[src/rtl/ex_mem_pipe_pkg.sv]
// ex_mem_pipe_pkg
// Shared pipeline defines for the EX/MEM boundary: the reset level, the NOP
// encodings used when a bubble or a flush is inserted, the positions of the
// EX/MEM bits in the stall vector and the default opcode width.
package ex_mem_pipe_pkg;

    localparam logic        RST_ENABLE   = 1'b1;
    localparam int unsigned NOP_REG_ADDR = 0;
    localparam int unsigned ZERO_WORD    = 0;
    localparam int unsigned EXE_NOP_OP   = 0;

    localparam int unsigned STALL_EX  = 3;
    localparam int unsigned STALL_MEM = 4;

    localparam int unsigned OP_W_DEF = 8;

endpackage

[src/rtl/ex_mem_pipe.sv]
// ex_mem_pipe
// EX -> MEM pipeline register. Carries the GPR writeback, HI/LO writeback and
// load/store information forward one cycle, and returns the multi-cycle
// (madd/msub) intermediate result and step count back to EX while EX is
// stalled, so a multi-cycle operation can resume on the next pass.
//
// Ports
//   clk, rst            clock, synchronous active-high reset
//   stall[5:0]          stall vector; bit 3 = EX stall, bit 4 = MEM stall
//   flush               exception flush, clears the stage
//   ex_*                values produced by EX this cycle
//   hilo_i, cnt_i       multi-cycle intermediate result / step count from EX
//   mem_*               registered copies of ex_* presented to MEM
//   hilo_o, cnt_o       intermediate result / step count returned to EX
module ex_mem_pipe
    import ex_mem_pipe_pkg::*;
#(
    parameter int DATA_W = 32,
    parameter int ADDR_W = 5,
    parameter int OP_W   = OP_W_DEF,
    parameter int CNT_W  = 2
) (
    input  logic                clk,
    input  logic                rst,
    input  logic [5:0]          stall,
    input  logic                flush,

    input  logic [ADDR_W-1:0]   ex_wd,
    input  logic                ex_wreg,
    input  logic [DATA_W-1:0]   ex_wdata,
    input  logic [DATA_W-1:0]   ex_hi,
    input  logic [DATA_W-1:0]   ex_lo,
    input  logic                ex_whilo,
    input  logic [OP_W-1:0]     ex_aluop,
    input  logic [DATA_W-1:0]   ex_mem_addr,
    input  logic [DATA_W-1:0]   ex_reg2,
    input  logic [2*DATA_W-1:0] hilo_i,
    input  logic [CNT_W-1:0]    cnt_i,

    output logic [ADDR_W-1:0]   mem_wd,
    output logic                mem_wreg,
    output logic [DATA_W-1:0]   mem_wdata,
    output logic [DATA_W-1:0]   mem_hi,
    output logic [DATA_W-1:0]   mem_lo,
    output logic                mem_whilo,
    output logic [OP_W-1:0]     mem_aluop,
    output logic [DATA_W-1:0]   mem_mem_addr,
    output logic [DATA_W-1:0]   mem_reg2,
    output logic [2*DATA_W-1:0] hilo_o,
    output logic [CNT_W-1:0]    cnt_o
);

    logic ex_stall;
    logic mem_stall;

    assign ex_stall  = stall[STALL_EX];
    assign mem_stall = stall[STALL_MEM];

    always_ff @(posedge clk) begin
        if (rst == RST_ENABLE || flush) begin
            // Reset and flush both drop the stage to NOP and abandon any
            // multi-cycle operation in progress.
            mem_wd       <= ADDR_W'(NOP_REG_ADDR);
            mem_wreg     <= 1'b0;
            mem_wdata    <= DATA_W'(ZERO_WORD);
            mem_hi       <= DATA_W'(ZERO_WORD);
            mem_lo       <= DATA_W'(ZERO_WORD);
            mem_whilo    <= 1'b0;
            mem_aluop    <= OP_W'(EXE_NOP_OP);
            mem_mem_addr <= DATA_W'(ZERO_WORD);
            mem_reg2     <= DATA_W'(ZERO_WORD);
            hilo_o       <= '0;
            cnt_o        <= '0;
        end else if (mem_stall) begin
            // MEM stalled: hold everything. This also covers the illegal
            // combination of MEM stalled with EX running, where capturing a
            // new instruction would overwrite one MEM has not consumed.
        end else if (ex_stall) begin
            // EX stalled, MEM running: insert a bubble, and loop the
            // multi-cycle state back to EX so it can continue next cycle.
            mem_wd       <= ADDR_W'(NOP_REG_ADDR);
            mem_wreg     <= 1'b0;
            mem_wdata    <= DATA_W'(ZERO_WORD);
            mem_hi       <= DATA_W'(ZERO_WORD);
            mem_lo       <= DATA_W'(ZERO_WORD);
            mem_whilo    <= 1'b0;
            mem_aluop    <= OP_W'(EXE_NOP_OP);
            mem_mem_addr <= DATA_W'(ZERO_WORD);
            mem_reg2     <= DATA_W'(ZERO_WORD);
            hilo_o       <= hilo_i;
            cnt_o        <= cnt_i;
        end else begin
            mem_wd       <= ex_wd;
            mem_wreg     <= ex_wreg;
            mem_wdata    <= ex_wdata;
            mem_hi       <= ex_hi;
            mem_lo       <= ex_lo;
            mem_whilo    <= ex_whilo;
            mem_aluop    <= ex_aluop;
            mem_mem_addr <= ex_mem_addr;
            mem_reg2     <= ex_reg2;
            hilo_o       <= '0;
            cnt_o        <= '0;
        end
    end

endmodule

[config.mk]
export PLATFORM = sky130hd
export DESIGN_NAME = ex_mem_pipe
export DESIGN_NICKNAME = d
export VERILOG_FILES = /design/src/rtl/ex_mem_pipe_pkg.sv /design/src/rtl/ex_mem_pipe.sv
export SDC_FILE = /design/constraint.sdc
export NUM_CORES = 1
export LEC_CHECK = 0
export CAP_MARGIN = 0
export CORE_AREA = 2 2 190 192
export CTS_CLUSTER_DIAMETER = 80
export DETAILED_ROUTE_END_ITERATION = 8
export DIE_AREA = 0 0 192 194
export DONT_BUFFER_PORTS = 1
export HOLD_SLACK_MARGIN = 0.12
export PLACE_DENSITY_LB_ADDON = 0.2
export SLEW_MARGIN = 15
export SYNTH_ARGS = -nofsm -noshare
export SYNTH_HDL_FRONTEND = slang
export SYNTH_SLANG_ARGS = --single-unit
[constraint.sdc]
create_clock -name clk -period 1.43 [get_ports clk]
set_input_delay 0.429 -clock clk [delete_from_list [all_inputs] [get_ports clk]]
set_output_delay 0.429 -clock clk [all_outputs]
set_load 0.03 [all_outputs]
==> results of run 1 <==
[per-stage QoR]
| stage | util [%] | cells | hold WS, ns | setup WS (ns) |
|---|---|---|---|---|
| 2_1_floorplan | - | 1072 | 0.578 | 0.108 |
| 3_3_place_gp | 27.7 | 1442 | 0.586 | 0.140 |
| 3_5_place_dp | 27.7 | 1442 | 0.594 | 0.125 |
[synth_stat cells]
cell,n,share of area (%)
a21oi_1,241,13
buf_12,1,0.21
buf_2,57,3.0
buf_4,1,0.078
buf_6,16,1.9
clkbuf_1,28,1.1
clkbuf_2,4,0.21
dfxtp_1,241,50
nand2_1,241,9.4
nand3b_1,66,5.2
or2_2,1,0.065
or3b_1,168,15
or3b_2,7,0.64
[logic make-up after synthesis]
family | after synthesis | share of synthesized area (%)
DFF | 241 | 50.3
and+or+nand+nor | 483 | 30.7
buffers and inverters | 107 | 6.45
AOI/OAI and AO/OA | 241 | 12.6
==> out/results.txt, run 1 <==
Syn Inst Count = 1,072
HPWL Detailed = 18,200 microns
Num rows = 69
Horiz. Die Dim = 192 microns
H-tree levels = 1
Clock tree buffer depth = 3
Mapped Nets = 1,322
CTS sink cnt = 241
Synth Register Bits = 241
Clock root cell = clkbuf_16
Mean area per synthesized cell = 8.94 sq um
Yosys cell types = 13
Initial Util = 27.2%
IO Port Bufs = 0
RD Place Congestion = 0.758
Mapped cell area = 9590 sq um
Fail Step = 4_1_cts
Tool error = [ERROR RSZ-0060] Max buffer count reached.
I/O pin cnt = 491
# resized after CTS = 318
Setup Fix Bufs, Post-CTS = 0
Die height = 194 microns
Seq/Total Area, Yosys = 50.3%
Dpl cell area = 9740 sq um
Cts hold-fix bufs = 297
Ys Warns = 0
Outcome = did not finish
Total CTS buffers = 27
==> run 2: changes to the inputs <==
- CORE_AREA: 2 2 190 192 -> unset
- CORE_MARGIN: unset -> 2
- CORE_UTILIZATION: unset -> 20
- CTS_CLUSTER_DIAMETER: 80 -> unset
- DIE_AREA: 0 0 192 194 -> unset
- HOLD_SLACK_MARGIN: 0.12 -> unset
- PLACE_DENSITY_LB_ADDON: 0.2 -> 0.15
==> run 2 against run 1 <==
  * The flow now finishes, with violations (slew limit, setup timing)
  * Area after synthesis is the same
  * Synthesized cell count is the same
==> out/results.txt, run 2 <==
Vias in the first global route = 7,145
Max Cap Viol = 0
Max Freq = 0.619 GHz
Die ar. = 49,700 sq um
Clock Power Share = 49.1%
Nets = 1,295
Synth Register Bits = 241 (unchanged)
Overall Power = 14.8 mW
I/O pin cnt = 491 (unchanged)
Via-to-Cell Ratio = 4.38
Asr flop ratio synth = 0% (unchanged)
Initial Util = 20.2% (-7.1 points)
Period Utilization, post-route = 113%
Hold WC Path Type = in2reg
Max_slew headroom = -1.30%
Comb power frac = 4.3%
GRT Total Usage = 11.2%
Placed Cells = 1,595 (+11%)
Commonest cells after routing, fill and taps aside = nand2_1 (241), a21oi_1 (241), dfxtp_4 (241)
Skew final = 0 ns
Area taken by multi-input logic gates = 4150 sq um
Largest cells by area after synthesis = dfxtp_1 (50%), or3b_1 (15%), a21oi_1 (13%)
DR vias = 7,378
Clock tree buffer depth = 3 (unchanged)
Share of post-route cells with drive strength above 1 = 29.4%
Net Sw Frac = 24.2%
Setup WS post-layout = -0.185 ns
Setup Fix Bufs, Post-CTS = 0 (unchanged)
Final core occ = 25.5%
Mean area per synthesized cell = 8.94 sq um (unchanged)
First-pass GRT wire length = 44,100 microns
Failing checks = slew limit, setup timing
ANT nets after route = 0
Outcome = finished with violations
Fin. Hold Viols = 0
Max Transition Viols Final = 42
Ys Warns = 0 (unchanged)
Synth cell count leaders = a21oi_1 (241), dfxtp_1 (241), nand2_1 (241)
Max reg flops = 64
Critical path's top delay family = simple AND/OR/NAND/NOR gates
H-tree levels = 1 (unchanged)
DRT iter0 DRCs = 302
Total gr overflow = 0
Hold Slack = 0.0149 ns
Horiz. Die Dim = 223 microns (+16%)
Worst slew pin tran = 1.52 ns
# fillers = 5,189
PwrDens = 1220 nW/um^2
CTS sink cnt = 241 (unchanged)
Die height = 223 microns (+15%)
Seq/Total Area, Yosys = 50.3% (unchanged)
Crit path kind = in2reg
Final setup fails = 31
Max FO, Critical Path = 476
Largest net degree at the start of global routing = 477
HPWL Detailed = 18,800 microns (+3.2%)
Sequential Area = 5730 sq um
Flop pwr share = 46.6%
Biggest register = hilo_o
Worst-case vdd ir drop = 0.000661 V
Routed Wire Length = 29,800 microns
Fin area = 12,100 sq um
Net switching power = 3.57 mW
EDFF count, synth = 0 (unchanged)
Clock root cell = clkbuf_16
IO Port Bufs = 0 (unchanged)
Critical-path cell list = or3b_1, a21oi_1
Yosys top cell by area = dfxtp_1
CTS tree = built
Critical Path Max Stage Delay = 0.75 ns
Yosys cell types = 13 (unchanged)
Mapped Nets = 1,322 (unchanged)
Startpoint types = input pin
Crit path capture type = flop
Arrival @ worst endpoint = 2.08 ns
Slowest cell on the critical path = or3b_1
Layout-stage area growth over the synthesis result = 26.5%
Pre-Repair DR Iteration Count = 4
RD Place Congestion = 0.717 (-5.4%)
Syn Inst Count = 1,072 (unchanged)
Total CTS buffers = 29 (+7.4%)
Reg clk slew, reported paths = 0.06 ns
Fin cells = 1,685
Pint = 11.2 mW
Mapped cell area = 9590 sq um (unchanged)
Worst-skew pair later-pin latency = 0.55 ns
Initial antenna violation count = 6
Dpl cell area = 9930 sq um (+1.9%)
Ys flop type = dfxtp_1
Num rows = 80 (+16%)
CP Data Required Time = 1.89 ns
Fin crit period = 1.62 ns
Core box area = 47,500 sq um
Pleak = 3.73 nW
Wire length per cell = 17.7 microns
RSZ-0062 raised after global routing = true
CP Buf/Inv Count = 0
Remaining DRCs = 0
Post-synth top area share = 50.3% (unchanged)
==> run 2: power groups by stage <==
stage	registers (mW)	logic [mW]	clock network [mW]
floorplan	7.33	0.715	0
global placement	7.39	0.550	0
detailed placement	7.38	0.558	0
CTS	6.89	0.644	7.53
global route	6.89	0.704	7.80
finish	6.88	0.639	7.24
==> run 2: final cells by class <==
class	instances	area share, %
multi-input cells	724	34.2
clock inverters	16	1.15
diodes	3	0.0619
flip-flops and latches	241	47.2
clock buffers	37	6.64
repair buffers	49	4.35
well taps	615	6.35
==> run 2: metal layers <==
metal	track usage (%)	up-vias	share of wire, %
met5	0	-	0.14
met1	12.4	3401	38
met4	4.70	6	3.2
li1	-	3638	-
met3	4.00	61	8.9
met2	19.3	272	49
==> run 2: cells by family after synthesis <==
group | after synthesis | synth area share (%)
and+or+nand+nor | 483 | 30.7
DFF | 241 | 50.3
AOI/OAI and AO/OA | 241 | 12.6
buffers and inverters | 107 | 6.45
==> run 2: worst paths after layout <==
| kind | endpoint | from | cells after the start | slack (ns) |
|---|---|---|---|---|
| worst min register to register | mem_wdata[23] | mem_wdata[23] | 2 | 0.53 |
| worst min-delay path | mem_mem_addr[2] | stall[4] | 2 | 0.01 |
| worst max register to register | mem_mem_addr[31] | mem_mem_addr[31] | 2 | 0.67 |
| worst max-delay path | mem_reg2[19] | stall[4] | 2 | -0.19 |
==> run 2: what timing repair did <==
item / CTS / global route
hold buffers: 33 / 1
hold endpoints to repair: 38 / 1
resized for setup: 476 / 6
cloned: 0 / 0
pin swaps: 0 / 0
setup endpoints to repair: 241 / 15
==> run 2: through the flow <==
step	setup TNS, ns	setup slack (ns)
2_1_floorplan	0	0.108
3_3_place_gp	0	0.143
3_5_place_dp	0	0.127
4_1_cts	-0.0851	-0.0208
5_1_grt	-0.0487	-0.0183
6_report	-3.66	-0.185
No activity file was read; power rests on OpenSTA's default activity.
==> run 3: changes to the inputs <==
- CORE_AREA: unset -> 2 2 188 190
- CORE_MARGIN: 2 -> unset
- CORE_UTILIZATION: 20 -> unset
- DIE_AREA: unset -> 0 0 190 192
==> run 3 against run 2 <==
  * The run ends with setup timing left
  * Wire length decreased by 3.1%
  * Non-clock buffer count decreased by 40
  * Sequential cell count unchanged
  * Utilization increased by 7.3 points
  * Critical endpoint is now mem_reg2[3]
  * Clock skew unchanged
  * Highest routed layer unchanged
  * Cell count decreased by 12%
  * Count of clock-buffer cells in the layout increased by 5
==> out/results.txt, run 3 (same netlist as run 2, synthesis figures left out) <==
Max Freq = 0.652 GHz (+5.3%)
CP Depth = 2 (unchanged)
Failing checks = setup timing
WL met3 = 2790 microns (+4.9%)
Biggest register = hilo_o
Final core occ = 32.8% (+7.3 points)
Setup Fix Bufs, Post-CTS = 0 (unchanged)
Wire length per cell = 19.5 microns (+10%)
H-tree levels = 1 (unchanged)
Final setup fails = 24 (-23%)
Fin area = 11,200 sq um (-7.4%)
Worst slew pin tran = 1.34 ns (-0.179 ns)
Met1 WL = 11,100 microns (-3.2%)
DRT iter0 DRCs = 321 (+6.3%)
Placed Cells = 1,428 (-10%)
Flop pwr share = 47.6% (+1.0 points)
Pint = 11.5 mW (+2.5%)
Fin Setup TNS = -0.489 ns (+3.18 ns)
Net switching power = 3.38 mW (-5.2%)
Dpl cell area = 9660 sq um (-2.7%)
Hold Slack = 0.0236 ns (+0.00867 ns)
Comb power frac = 3.6% (-0.7 points)
Routed Wire Length = 28,900 microns (-3.1%)
Skew final = 0 ns (unchanged)
Worst-case vdd ir drop = 0.000704 V (+6.6%)
Slowest cell on the critical path = or3b_1
Crit path capture type = flop
Initial antenna violation count = 7 (+1)
HPWL Detailed = 18,300 microns (-2.8%)
Net Sw Frac = 22.8% (-1.4 points)
Total CTS buffers = 28 (-3.4%)
Fin cells = 1,483 (-12%)
Max Cap Viol = 0 (unchanged)
First-pass GRT wire length = 41,100 microns (-6.9%)
Critical path's top delay family = simple AND/OR/NAND/NOR gates
Fin crit period = 1.53 ns (-0.0809 ns)
Fin. Hold Viols = 0 (unchanged)
Num rows = 68 (-15%)
Setup WS post-layout = -0.104 ns (+0.0809 ns)
Reg clk slew, reported paths = 0.06 ns (about the same)
# fillers = 3,562 (-31%)
Nets = 1,254 (-3.2%)
Critical-path cell list = or3b_1, a21oi_1
Hold WC Path Type = in2reg
I/O pin cnt = 491 (unchanged)
Pre-Repair DR Iteration Count = 4 (unchanged)
Period Utilization, post-route = 107% (-5.7 points)
Arrival @ worst endpoint = 2.00 ns (-0.08 ns)
RSZ-0062 raised after global routing = false
Max FO, Critical Path = 482 (+1.3%)
Critical Path Max Stage Delay = 0.77 ns (+0.02 ns)
Layout-stage area growth over the synthesis result = 17.2%
Clock root cell = clkbuf_16
GRT Total Usage = 14.2% (+3.0 points)
Die height = 192 microns (-14%)
Horiz. Die Dim = 190 microns (-15%)
CP Buf/Inv Count = 0 (unchanged)
Reg2Reg Depth = 2 (unchanged)
Die ar. = 36,500 sq um (-27%)
Max_slew headroom = 10.7% (+12 points)
Max Transition Viols Final = 0 (-100%)
Via-to-Cell Ratio = 4.91 (+12%)
RD Place Congestion = 0.734 (+2.3%)
Crit path kind = in2reg
Startpoint types = input pin
Outcome = finished with violations
Largest net degree at the start of global routing = 483 (+1.3%)
CP Data Required Time = 1.89 ns (about the same)
Hold path depth = 2 (unchanged)
Share of post-route cells with drive strength above 1 = 29.2% (-0.23 points)
Worst-skew pair later-pin latency = 0.53 ns (-0.02 ns)
Core box area = 34,300 sq um (-28%)
Remaining DRCs = 0 (unchanged)
Total gr overflow = 0 (unchanged)
IO Port Bufs = 0 (unchanged)
Top sig layer = met5
Max reg flops = 64 (unchanged)
PwrDens = 1320 nW/um^2 (+8.6%)
Pleak = 3.51 nW (-6.0%)
ANT nets after route = 0 (unchanged)
Met2 WL = 14,200 microns (-3.7%)
Clock tree buffer depth = 3 (unchanged)
Vias in the first global route = 6,765 (-5.3%)
CTS tree = built
Initial Util = 28.0% (+7.8 points)
CTS sink cnt = 241 (unchanged)
Commonest cells after routing, fill and taps aside = nand2_1 (241), a21oi_1 (241), or3b_1 (168)
DR vias = 7,282 (-1.3%)
Clock Power Share = 48.8% (-0.3 points)
==> run 3: worst paths after layout <==
| check | start | end | slack [ns] |
|---|---|---|---|
| min reg2reg | hilo_o[34] | hilo_o[34] | 0.53 |
| max reg2reg | mem_wdata[9] | mem_wdata[9] | 0.66 |
| min | stall[4] | mem_mem_addr[14] | 0.02 |
| max | stall[4] | mem_reg2[3] | -0.10 |
==> run 3: power groups by stage <==
| stage | Sequential, mW | Clock, mW | Combinational, mW |
|---|---|---|---|
| 5_1_grt | 7.08 | 7.79 | 0.592 |
| 6_report | 7.07 | 7.25 | 0.535 |
| 3_5_place_dp | 7.38 | 0 | 0.534 |
| 3_3_place_gp | 7.38 | 0 | 0.524 |
| 2_1_floorplan | 7.33 | 0 | 0.715 |
| 4_1_cts | 7.10 | 7.52 | 0.537 |
==> run 3: what timing repair did <==
item / 4_1_cts / 5_1_grt
setup endpoints to repair: 241 / 22
hold buffers: 0 / 1
hold endpoints to repair: 0 / 1
gates resized for setup: 342 / 21
==> run 3: through the flow <==
step,worst slack [ns],total power [mW]
after floorplan,0.108,8.04
after global placement,0.146,7.91
after global routing,0.0000241,15.5
final,-0.104,14.9
after detailed placement,0.123,7.91
after CTS,0.000251,15.2
==> run 3: layout make-up <==
type | instances | area [sq um] | area share (%)
sequential | 241 | 5430 | 48.4
multi-input combinational | 724 | 4150 | 36.9
clock buffer | 42 | 825 | 7.34
tap | 455 | 569 | 5.07
timing repair buffer | 9 | 133 | 1.18
clock inverter | 8 | 118 | 1.05
antenna | 4 | 10.0 | 0.0891
==> run 3: routing by layer <==
layer,vias to the layer above,global-route usage [%]
met5,-,0
met4,4,5.40
met3,60,5.19
met2,298,24.1
met1,3366,16.3
li1,3554,-
==> run 4: changes to the inputs <==
- CORE_AREA: 2 2 188 190 -> 2 2 192 194
- DIE_AREA: 0 0 190 192 -> 0 0 194 196
==> run 4 against run 3 <==
  * Worst setup slack better by 0.14 ns
  * Critical path depth is 2 lower
  * Clock skew is the same
  * Global-route usage is 0.55 points lower
  * Via count is 2.0% lower
  * The flow now finishes without violations
  * Critical endpoint is now mem_mem_addr[31]
  * Sequential power down 1%
  * Hold slack improved by 0.0026 ns
==> out/results.txt, run 4 (same netlist as run 2, synthesis figures left out) <==
Horiz. Die Dim = 194 microns (+2.1%)
First-pass GRT wire length = 41,600 microns (+1.2%)
Pre-Repair DR Iteration Count = 4 (unchanged)
Commonest cells after routing, fill and taps aside = nand2_1 (241), a21oi_1 (241), or3b_1 (168), dfxtp_4 (168), dfxtp_2 (73)
Global-route track usage on met1 = 16.0% (-0.28 points)
Crit path capture type = output pin
Max Cap Viol = 0 (unchanged)
IO Port Bufs = 0 (unchanged)
Clock tree buffer depth = 3 (unchanged)
Nets = 1,249 (-0.40%)
DR vias = 7,139 (-2.0%)
H-tree levels = 1 (unchanged)
Num rows = 70 (+2.9%)
Arrival @ worst endpoint = 0.97 ns (-1.03 ns)
Worst-case vdd ir drop = 0.000928 V (+32%)
RD Place Congestion = 0.711 (-3.1%)
Max Freq = 0.717 GHz (+10%)
Fin crit period = 1.39 ns (-0.140 ns)
Startpoint types = flop
Reg2reg start = mem_hi[26]
Pleak = 3.47 nW (-1.1%)
Remaining DRCs = 0 (unchanged)
Hold Slack = 0.0261 ns (+0.00257 ns)
Wire length per cell = 19.0 microns (-2.7%)
Die ar. = 38,000 sq um (+4.2%)
Biggest register = hilo_o
Total CTS buffers = 28 (unchanged)
Initial Util = 26.6% (-1.4 points)
Grt peak-use layer = met2
Reg clk slew, reported paths = 0.06 ns (about the same)
Share of post-route cells with drive strength above 1 = 28.9% (-0.33 points)
Via-to-Cell Ratio = 4.80 (-2.2%)
Worst Setup SP = mem_mem_addr[31]
DRT iter0 DRCs = 364 (+13%)
CTS tree = built
Hold WC Path Type = in2reg
Max_slew headroom = 55.9% (+45 points)
GRT Total Usage = 13.6% (-0.55 points)
Grt met2 use = 23.0% (-1.1 points)
RSZ-0062 raised after global routing = false
CTS sink cnt = 241 (unchanged)
I/O pin cnt = 491 (unchanged)
Clock root cell = clkbuf_16
Outcome = finished, final reports clean
Crit path kind = reg2out
HPWL Detailed = 17,700 microns (-3.3%)
Max FO, Critical Path = 2 (-99.6%)
CP Data Required Time = 1.00 ns (-0.89 ns)
Die height = 196 microns (+2.1%)
Core box area = 36,100 sq um (+5.2%)
Met3 usage = 4.95% (-0.24 points)
Setup Fix Bufs, Post-CTS = 0 (unchanged)
PwrDens = 1290 nW/um^2 (-2.8%)
Period Utilization, post-route = 97.5% (-9.8 points)
Min-delay src = stall[4]
Overall Power = 14.5 mW (-2.5%)
Worst-skew pair later-pin latency = 0.53 ns (about the same)
Skew final = 0 ns (unchanged)
Vias in the first global route = 6,779 (+0.21%)
ANT nets after route = 0 (unchanged)
Largest net degree at the start of global routing = 483 (unchanged)
Initial antenna violation count = 6 (-1)
Max reg flops = 64 (unchanged)
Fin. Hold Viols = 0 (unchanged)
Total gr overflow = 0 (unchanged)
Layout-stage area growth over the synthesis result = 17.5%
Worst slew pin tran = 0.661 ns (-0.679 ns)
Max Transition Viols Final = 0 (unchanged)
Final setup fails = 0 (-100%)
Routed Wire Length = 28,200 microns (-2.4%)
## run 4: changes by cell type in the layout (fill, tap and decap cells not counted), sizes merged
cell and delta:
clkinv -3, buf -5, inv +2, clkbuf -1, bufinv -2
## run 4: final timing paths
path / end / slack, ns / cells after the start
hold / removal: mem_mem_addr[10] / 0.03 / 2
hold reg to reg: mem_mem_addr[10] / 0.53 / 2
setup reg to reg: mem_hi[26] / 0.71 / 2
setup / recovery: mem_mem_addr[31] / 0.04 / 0
## run 4: final cells by class
type / instances / area (sq um)
diodes: 4 / 10.0
clock buffers: 41 / 841
clock inverters: 5 / 62.6
fillers: 3844 / 24800
multi-input cells: 724 / 4150
flip-flops and latches: 241 / 5550
well taps: 468 / 586
repair buffers: 4 / 70.1
## run 4: where the power goes
part	switching, mW	internal (mW)
Sequential	0.376	6.62
Clock	2.75	4.22
Combinational	0.236	0.273
## run 4: metal layers
| metal | wire [microns] | share of wire (%) |
|---|---|---|
| met4 | 623 | 2.2 |
| met1 | 11000 | 39 |
| met5 | 7 | 0.025 |
| met2 | 14000 | 50 |
| met3 | 2550 | 9.1 |
## run 4: stage by stage
| step | area [sq um] | std cells | util (%) | setup TNS [ns] | setup WS, ns |
|---|---|---|---|---|---|
| 5_1_grt | 11300 | 1487 | 31.2 | 0 | 0.000129 |
| 3_3_place_gp | 9620 | 1436 | 26.7 | 0 | 0.101 |
| 4_1_cts | 11200 | 1482 | 31.0 | -0.000499 | -0.000499 |
| 2_1_floorplan | 9590 | 1072 | - | 0 | 0.108 |
| 6_report | 11300 | 1487 | 31.2 | 0 | 0.0359 |
| 3_5_place_dp | 9620 | 1436 | 26.7 | 0 | 0.0942 |
## run 4: repair_timing
action	CTS	global route
hold endpoints to repair	0	1
hold buffers	0	1
cloned	0	0
setup endpoints to repair	241	21
resized for setup	388	21
